$ cat src/rtl/pc_fetch_if.sv
// Fetch-side bus bundle for pc_fetch.
// Carries the instruction-memory request/response channel and the
// instruction handoff to decode.
//   imem_req    fetch request (driven by pc_fetch)
//   imem_addr   fetch word address (driven by pc_fetch)
//   imem_gnt    memory accepted the request this cycle
//   imem_rvalid read data valid this cycle
//   imem_rdata  instruction word from memory
//   inst_valid  inst holds a valid instruction (driven by pc_fetch)
//   inst        fetched instruction (driven by pc_fetch)
//   inst_ready  decode consumes inst this cycle
interface pc_fetch_if;
    logic        imem_req;
    logic [31:2] imem_addr;
    logic        imem_gnt;
    logic        imem_rvalid;
    logic [31:0] imem_rdata;
    logic        inst_valid;
    logic [31:0] inst;
    logic        inst_ready;

    // Fetch unit side
    modport master (
        output imem_req, imem_addr, inst_valid, inst,
        input  imem_gnt, imem_rvalid, imem_rdata, inst_ready
    );

    // Memory/decode side
    modport slave (
        input  imem_req, imem_addr, inst_valid, inst,
        output imem_gnt, imem_rvalid, imem_rdata, inst_ready
    );
endinterface

$ cat src/rtl/pc_fetch.sv
// PC register and single-outstanding instruction fetch unit.
// Holds the architectural PC, fetches one word per step, hands it to decode
// under valid/ready, supports forced redirects and counts memory stalls.
//   clk          clock, all state on rising edge
//   rst          synchronous reset, active-high
//   npc          next word address computed from pc
//   pc           current word address
//   redirect     force pc to redirect_pc and flush the fetch
//   redirect_pc  redirect target word address
//   stall_cnt    saturating count of memory-stall cycles
//   bus          memory request/response and decode handoff (master side)
module pc_fetch #(
    parameter logic [31:0] RESET_PC = 32'h0000_3000,
    parameter int unsigned CNT_W    = 16
) (
    input  logic             clk,
    input  logic             rst,
    input  logic [31:2]      npc,
    output logic [31:2]      pc,
    input  logic             redirect,
    input  logic [31:2]      redirect_pc,
    output logic [CNT_W-1:0] stall_cnt,
    pc_fetch_if.master       bus
);

    localparam logic [CNT_W-1:0] CNT_MAX = '1;

    typedef enum logic [1:0] {
        IDLE = 2'd0,
        REQ  = 2'd1,
        WAIT = 2'd2,
        HOLD = 2'd3
    } state_t;

    state_t            state_q, state_d;
    logic [31:2]       pc_q, pc_d;
    logic [31:0]       inst_q, inst_d;
    logic              valid_q, valid_d;
    logic              discard_q, discard_d;
    logic [CNT_W-1:0]  cnt_q, cnt_d;
    logic              req_q;
    logic              stall;

    // A stall is any cycle spent waiting on memory, including flushed responses
    assign stall = ((state_q == REQ)  && !bus.imem_gnt) ||
                   ((state_q == WAIT) && !bus.imem_rvalid);

    // State register
    always_ff @(posedge clk) begin
        if (rst) begin
            state_q   <= IDLE;
            pc_q      <= RESET_PC[31:2];
            inst_q    <= 32'h0;
            valid_q   <= 1'b0;
            discard_q <= 1'b0;
            cnt_q     <= '0;
            req_q     <= 1'b0;
        end else begin
            state_q   <= state_d;
            pc_q      <= pc_d;
            inst_q    <= inst_d;
            valid_q   <= valid_d;
            discard_q <= discard_d;
            cnt_q     <= cnt_d;
            req_q     <= (state_d == REQ);
        end
    end

    // Next-state and datapath updates
    always_comb begin
        state_d   = state_q;
        pc_d      = pc_q;
        inst_d    = inst_q;
        valid_d   = valid_q;
        discard_d = discard_q;
        cnt_d     = cnt_q;

        if (stall && (cnt_q != CNT_MAX)) begin
            cnt_d = cnt_q + CNT_W'(1);
        end

        case (state_q)
            IDLE: state_d = REQ;
            REQ: begin
                if (bus.imem_gnt) begin
                    state_d = WAIT;
                end
            end
            WAIT: begin
                if (bus.imem_rvalid) begin
                    if (discard_q) begin
                        // Response belongs to a flushed request
                        state_d   = IDLE;
                        discard_d = 1'b0;
                    end else begin
                        state_d = HOLD;
                        inst_d  = bus.imem_rdata;
                        valid_d = 1'b1;
                    end
                end
            end
            HOLD: begin
                if (bus.inst_ready) begin
                    state_d = REQ;
                    pc_d    = npc;
                    valid_d = 1'b0;
                end
            end
            default: state_d = IDLE;
        endcase

        // Redirect overrides everything; an in-flight request is marked for discard
        if (redirect) begin
            pc_d    = redirect_pc;
            valid_d = 1'b0;
            inst_d  = inst_q;
            case (state_q)
                REQ: begin
                    if (bus.imem_gnt) begin
                        state_d   = WAIT;
                        discard_d = 1'b1;
                    end else begin
                        state_d = IDLE;
                    end
                end
                WAIT: begin
                    if (bus.imem_rvalid) begin
                        state_d   = IDLE;
                        discard_d = 1'b0;
                    end else begin
                        state_d   = WAIT;
                        discard_d = 1'b1;
                    end
                end
                default: state_d = IDLE;
            endcase
        end
    end

    assign pc             = pc_q;
    assign stall_cnt      = cnt_q;
    assign bus.imem_req   = req_q;
    assign bus.imem_addr  = pc_q;
    assign bus.inst_valid = valid_q;
    assign bus.inst       = inst_q;

endmodule
$ cat src/flat_wrapper.sv
// flat-port wrapper written by rule: the top's interface ports become plain ports
module pc_fetch_flat 
#(
    parameter logic [31:0] RESET_PC = 32'h0000_3000,
    parameter int unsigned CNT_W    = 16
)
  (clk, rst, npc, pc, redirect, redirect_pc, stall_cnt, bus_imem_req, bus_imem_addr, bus_inst_valid, bus_inst, bus_imem_gnt, bus_imem_rvalid, bus_imem_rdata, bus_inst_ready);
  pc_fetch_if bus_i ();
  input  logic clk;
  input  logic rst;
  input  logic [31:2] npc;
  output logic [31:2] pc;
  input  logic redirect;
  input  logic [31:2] redirect_pc;
  output logic [CNT_W-1:0] stall_cnt;
  output wire logic [$bits(bus_i.imem_req)-1:0] bus_imem_req;
  output wire logic [$bits(bus_i.imem_addr)-1:0] bus_imem_addr;
  output wire logic [$bits(bus_i.inst_valid)-1:0] bus_inst_valid;
  output wire logic [$bits(bus_i.inst)-1:0] bus_inst;
  input wire logic [$bits(bus_i.imem_gnt)-1:0] bus_imem_gnt;
  input wire logic [$bits(bus_i.imem_rvalid)-1:0] bus_imem_rvalid;
  input wire logic [$bits(bus_i.imem_rdata)-1:0] bus_imem_rdata;
  input wire logic [$bits(bus_i.inst_ready)-1:0] bus_inst_ready;
  assign bus_imem_req = bus_i.imem_req;
  assign bus_imem_addr = bus_i.imem_addr;
  assign bus_inst_valid = bus_i.inst_valid;
  assign bus_inst = bus_i.inst;
  assign bus_i.imem_gnt = bus_imem_gnt;
  assign bus_i.imem_rvalid = bus_imem_rvalid;
  assign bus_i.imem_rdata = bus_imem_rdata;
  assign bus_i.inst_ready = bus_inst_ready;
  pc_fetch #(.RESET_PC(RESET_PC), .CNT_W(CNT_W)) u_core (.clk(clk), .rst(rst), .npc(npc), .pc(pc), .redirect(redirect), .redirect_pc(redirect_pc), .stall_cnt(stall_cnt), .bus(bus_i));
endmodule
$ cat config.mk
export PLATFORM = sky130hd
export DESIGN_NAME = pc_fetch_flat
export DESIGN_NICKNAME = d
export VERILOG_FILES = /design/src/rtl/pc_fetch_if.sv /design/src/rtl/pc_fetch.sv /design/src/flat_wrapper.sv
export SDC_FILE = /design/constraint.sdc
export NUM_CORES = 1
export LEC_CHECK = 0
export ABC_AREA = 1
export CAP_MARGIN = 15
export CORE_UTILIZATION = 39
export CTS_CLUSTER_SIZE = 16
export DETAILED_ROUTE_END_ITERATION = 8
export PLACE_DENSITY_LB_ADDON = 0.1
export SLEW_MARGIN = 20
export SYNTH_ARGS = -nofsm -noshare
export SYNTH_HDL_FRONTEND = slang
export SYNTH_SLANG_ARGS = --single-unit
$ cat constraint.sdc
create_clock -name clk -period 1.7 [get_ports clk]
set_input_delay 0.255 -clock clk [delete_from_list [all_inputs] [get_ports clk]]
set_output_delay 0.255 -clock clk [all_outputs]
set_load 0.05 [all_outputs]
; ---- Word-level counts from Yosys, hierarchy flattened
; Index checks and enable logic that the tools add are counted.
[word_totals]
out_inout_bits = 110
input_bits = 98
romBits = 0
ram_bits = 0
wordCells = 54
regBits = 83
mem_count = 0
latch_bits = 0
[op_classes]
n_bitwise = 2
n_mul = 0
n_mux = 22
div_mod_pow = 0
reduce_logical = 14
n_addsub = 1
n_eq_ne = 8
shifts = 0
magnitude_cmp = 0
[op_table]
columns = cell, n
row1 = two-way mux 30 bit, 3
row2 = "adder 16 x 1 -> 16 bit, second input constant", 1
row3 = "!= test 16 bit, second input constant", 1
row4 = two-way mux 2 bit, 7
row5 = two-way mux 1 bit, 8
row6 = one-hot mux 2 bit (4 select lines), 1
row7 = AND reduction 4 bit, 2
row8 = "!= test 2 bit, second input constant", 3
row9 = nonzero test 2 bit, 3
row10 = "== test 2 x 1 -> 1 bit, second input constant", 2
row11 = "== test 2 bit, second input constant", 2
row12 = one-hot mux 1 bit (2 select lines), 2
row13 = one-hot mux 2 bit (2 select lines), 1
row14 = logical AND 1 bit, 3
row15 = zero test 1 bit, 2
row16 = zero test 2 bit, 1
row17 = inverter 1 bit, 2
row18 = AND reduction 2 bit, 1
row19 = OR reduction 2 bit, 1
row20 = logical OR 1 bit, 1

; ---- Longest topological paths before layout
[depth]
word_depth = 5
depth_mapped = 9

; ---- Worst setup path after synthesis
; No wires, ideal clock.
[synth_path]
path_kind = reg-to-reg
from = register u_core.cnt_q[0], in the netlist u_core.stall_cnt[0]
to = register u_core.cnt_q[6], in the netlist u_core.stall_cnt[6]
setup_time_ns = 0.131
period_less_slack_ns = 1.885
path_stages_with_launch = 10
path_slack_ns = -0.185
arrival_ns = 1.754
path_cell_list = dfxtp_1 ha_1 nand2_1 nor2_2 nand2_2 nor2_2 nor2_4 buf_6 nand2_1 a21oi_2
[synth_via]
elab_chain_cells = 2
[synth_rtl]
columns = item, line_no
row1 = start: declaration, pc_fetch.sv:40  ; logic [CNT_W-1:0] cnt_q, cnt_d;
row2 = start signal: assignment, pc_fetch.sv:64  ; cnt_q <= cnt_d;
row3 = branches (longest 2 deep; another with adder 16 x 1 -> 16 bit), -
; Several ways; the timed one is not identified.
; A chain may end at the register's enable or synchronous reset.

; ---- Worst setup path in the final report
[layout_path]
from = register u_core.cnt_q[0], in the netlist u_core.stall_cnt[0]
to = register u_core.cnt_q[15], in the netlist u_core.stall_cnt[15]
; The elaborated chain is that of the path after synthesis.

==> reports/metrics.yaml <==
via_per_inst: 4.842
final_util_pct: 62.26
place_hpwl_um: 8295
core_area_um2: 9415
grt_max_degree: 68
gp_congestion: 0.9518
dr.pass1.iters: 5
vias: 4077
slew_violations: 0
ant_nets: 0
cp-end-kind: "register"
switching_power_w: 0.001449
area.sequential_um2: 1669
leakage_nw: 2.499
wl_per_cell_um: 13.51
numCtsBuffers: 9
antenna_found_initial: 0
setup_viol: 0
worst_pin_slew_ps: 482.5
critPathRequiredTime_ps: 1940
crit_chain: "ha_1 > nand2_1 > nor2_4 > nand2_2 > nor2_2 > nor2_4 > buf_12 > a21oi_1 > nor2_1"
worst_slack_ps: 146.9
max_slew_margin_pct: 67.96
worst-endpoint-arrival_ps: 1790
grt_usage_pct: 21.85
yosysWarnings: 0
drive_gt1_share_pct: 23.28
post_cts_buffers: 0
slowest_stage: "dfxtp_4"
switching_share_pct: 31.72
vdd_drop_max_mv: 0.4235
yosysTopAreaCellShare_pct: 43.13
drt-total-wl_um: 11370
period_share_pct: 91.36
drv_cap: 0
path_buf_inv: 1
multi_input_area_um2: 1757
cp_top_family: "simple AND/OR/NAND/NOR gates"
rows: 35
cts_tree: "done"
finClkSkew_ps: 12.72
synth.largest_area_cell: "dfxtp_1"
place_ws_ps: 10.11
dieArea_um2: 10280
crit_path_start_kind: "register"
ioPinCount: 208
path_clk_slew_ps: 100
cts-root-buf: "clkbuf_8"
pwr-share-clk_pct: 32.6
synthCells: 531
hold_viol_final: 0
grt_pass1_wl_um: 17350
clk-insertion-delay-late_ps: 350
ys_ff_latch: 83
syn_nets: 635
synth_flop_cell: "dfxtp_1"
clock_sinks: 83
power_density_nw_per_um2: 779.3
drc: 0
gr-total-overflow: 0
portBuffers: 207
ys_seq_area_share_pct: 43.13
final_cells: 842
rsz0062_at_grt: "no"
synthTopCellsByCount: "nand2_1, nor2_1, dfxtp_1"
pwr-share-comb_pct: 22.4
fillers: 842
initial_core_util_pct: 40.92
p_seq_share_pct: 45.0
antenna_cells: 0
internal-power_w: 0.003119
max_freq_mhz: 643.9
use_met3_pct: 4.831
die_h_um: 101.4
die_x_um: 101.4
synth_edf_count: 0
gr-max-usage-layer: "met2"
fin_crit_ps: 1553
ys_async_sr_fraction_pct: 0
drt_iter0_drc: 122
globalRouteMet2Util_pct: 38.67
setup-tns-final_ps: 0
cpMostUsedCell: "nor2_4"
crit_type: "reg -> reg"
synth_most_common_cell: "nand2_1"
ys_top_cells_by_area: "dfxtp_1, nand2_1, nor2_1, o21ai_0, buf_4"
numPlacedInstances: 826
cts.htree.levels: 3
syn_area_um2: 3852
finalNetCount: 812
area_growth_syn_to_layout_pct: 52.16
grt_pass1_vias: 3678
cp_max_fo: 16
worst_hold_path_type: "in -> reg"
syn_area_per_cell_um2: 7.255
grtUsageMet1_pct: 24.90
status: "complete, no violations"
cp_slowest_stage_delay_ps: 390
clock_path_buffers: 2
synth_cell_types: 26
fin_total_pwr_w: 0.004568
-- cell usage in the layout (no fill, tap or decap), types with 5 or more instances in the layout --
cell type	synthesis	layout
clkbuf_8	0	9
nand4_1	5	5
ha_1	6	5
clkdlybuf4s50_1	0	97
inv_1	22	21
nand3_1	15	15
nand2_1	119	119
nor2_2	7	6
a21oi_1	13	13
buf_4	31	122
nor2_1	90	90
a31oi_1	28	28
o21ai_0	60	59
dfxtp_1	83	79
-- per-stage QoR --
stage	cell area (um2)	hold WS [ps]
finish	5862	463.2
CTS	5844	446.9
global placement	5640	464.4
floorplan	3855	317.4
global route	5862	446.9
detailed placement	5640	473.4
-- flip-flops by register name, summed over array words and instances, names as in the netlist --
| signal | cells |
|---|---|
| u_core.bus.inst | 32 |
| u_core.bus.imem_addr | 30 |
| u_core.stall_cnt | 16 |
| u_core.state_q | 2 |
| u_core.bus.imem_req | 1 |
| u_core.bus.inst_valid | 1 |
| u_core.discard_q | 1 |
-- final timing paths --
kind / startpoint / to / slack (ps) / depth (start not counted)
worst max register to register: u_core.stall_cnt[0] / u_core.stall_cnt[15] / 150 / 9
worst max-delay path: u_core.stall_cnt[0] / u_core.stall_cnt[15] / 150 / 9
worst min register to register: u_core.bus.inst[12] / u_core.bus.inst[12] / 490 / 2
worst min-delay path: npc[17] / u_core.bus.imem_addr[17] / 460 / 3
-- tightest hold or removal path: stages --
cell,delay (ps)
clkdlybuf4s50_1,390
nand2_1,60
a31oi_1,70
-- layer usage --
layer | share of wire [%] | wire length, um | vias up
met5 | 0 | 0 | -
met4 | 2.4 | 277 | 0
met3 | 7.2 | 819 | 20
met2 | 50 | 5674 | 167
met1 | 40 | 4603 | 1835
li1 | - | - | 2055
-- final cells by class --
cell class / count / share of cell area (%)
Clock buffer: 9 / 2.113
Clock inverter: 7 / 1.387
Inverter: 25 / 1.601
Multi-Input combinational cell: 365 / 29.97
Sequential cell: 83 / 28.47
Tap cell: 129 / 2.753
Timing Repair Buffer: 224 / 33.70
-- repair_timing --
action                     4_1_cts  5_1_grt
pin swaps                        0        0
gates resized for setup          1        7
hold buffers                     0        0
setup endpoints to repair        1       19
-- kinds of logic (layout without fill, tap and decap cells) --
family          after synthesis  after routing  synth area share, %
compound gates              112            112                16.56
simple gates                240            240                25.17
flops                        83             83                43.13
xor+xnor                      7              7                1.591
buf+inv                      83            265                11.59
fa+ha+maj                     6              6                1.949
-- power by group through the flow --
| stage | Combinational, W | Sequential (W) | Clock, W |
|---|---|---|---|
| 5_1_grt | 0.00108 | 0.00206 | 0.00164 |
| 6_report | 0.00102 | 0.00205 | 0.00149 |
| 4_1_cts | 0.00103 | 0.00206 | 0.00153 |
| 3_5_place_dp | 0.00103 | 0.00210 | 0 |
| 3_3_place_gp | 0.00102 | 0.00210 | 0 |
| 2_1_floorplan | 0.000443 | 0.00229 | 0 |
(Power assumes the default switching activity.)
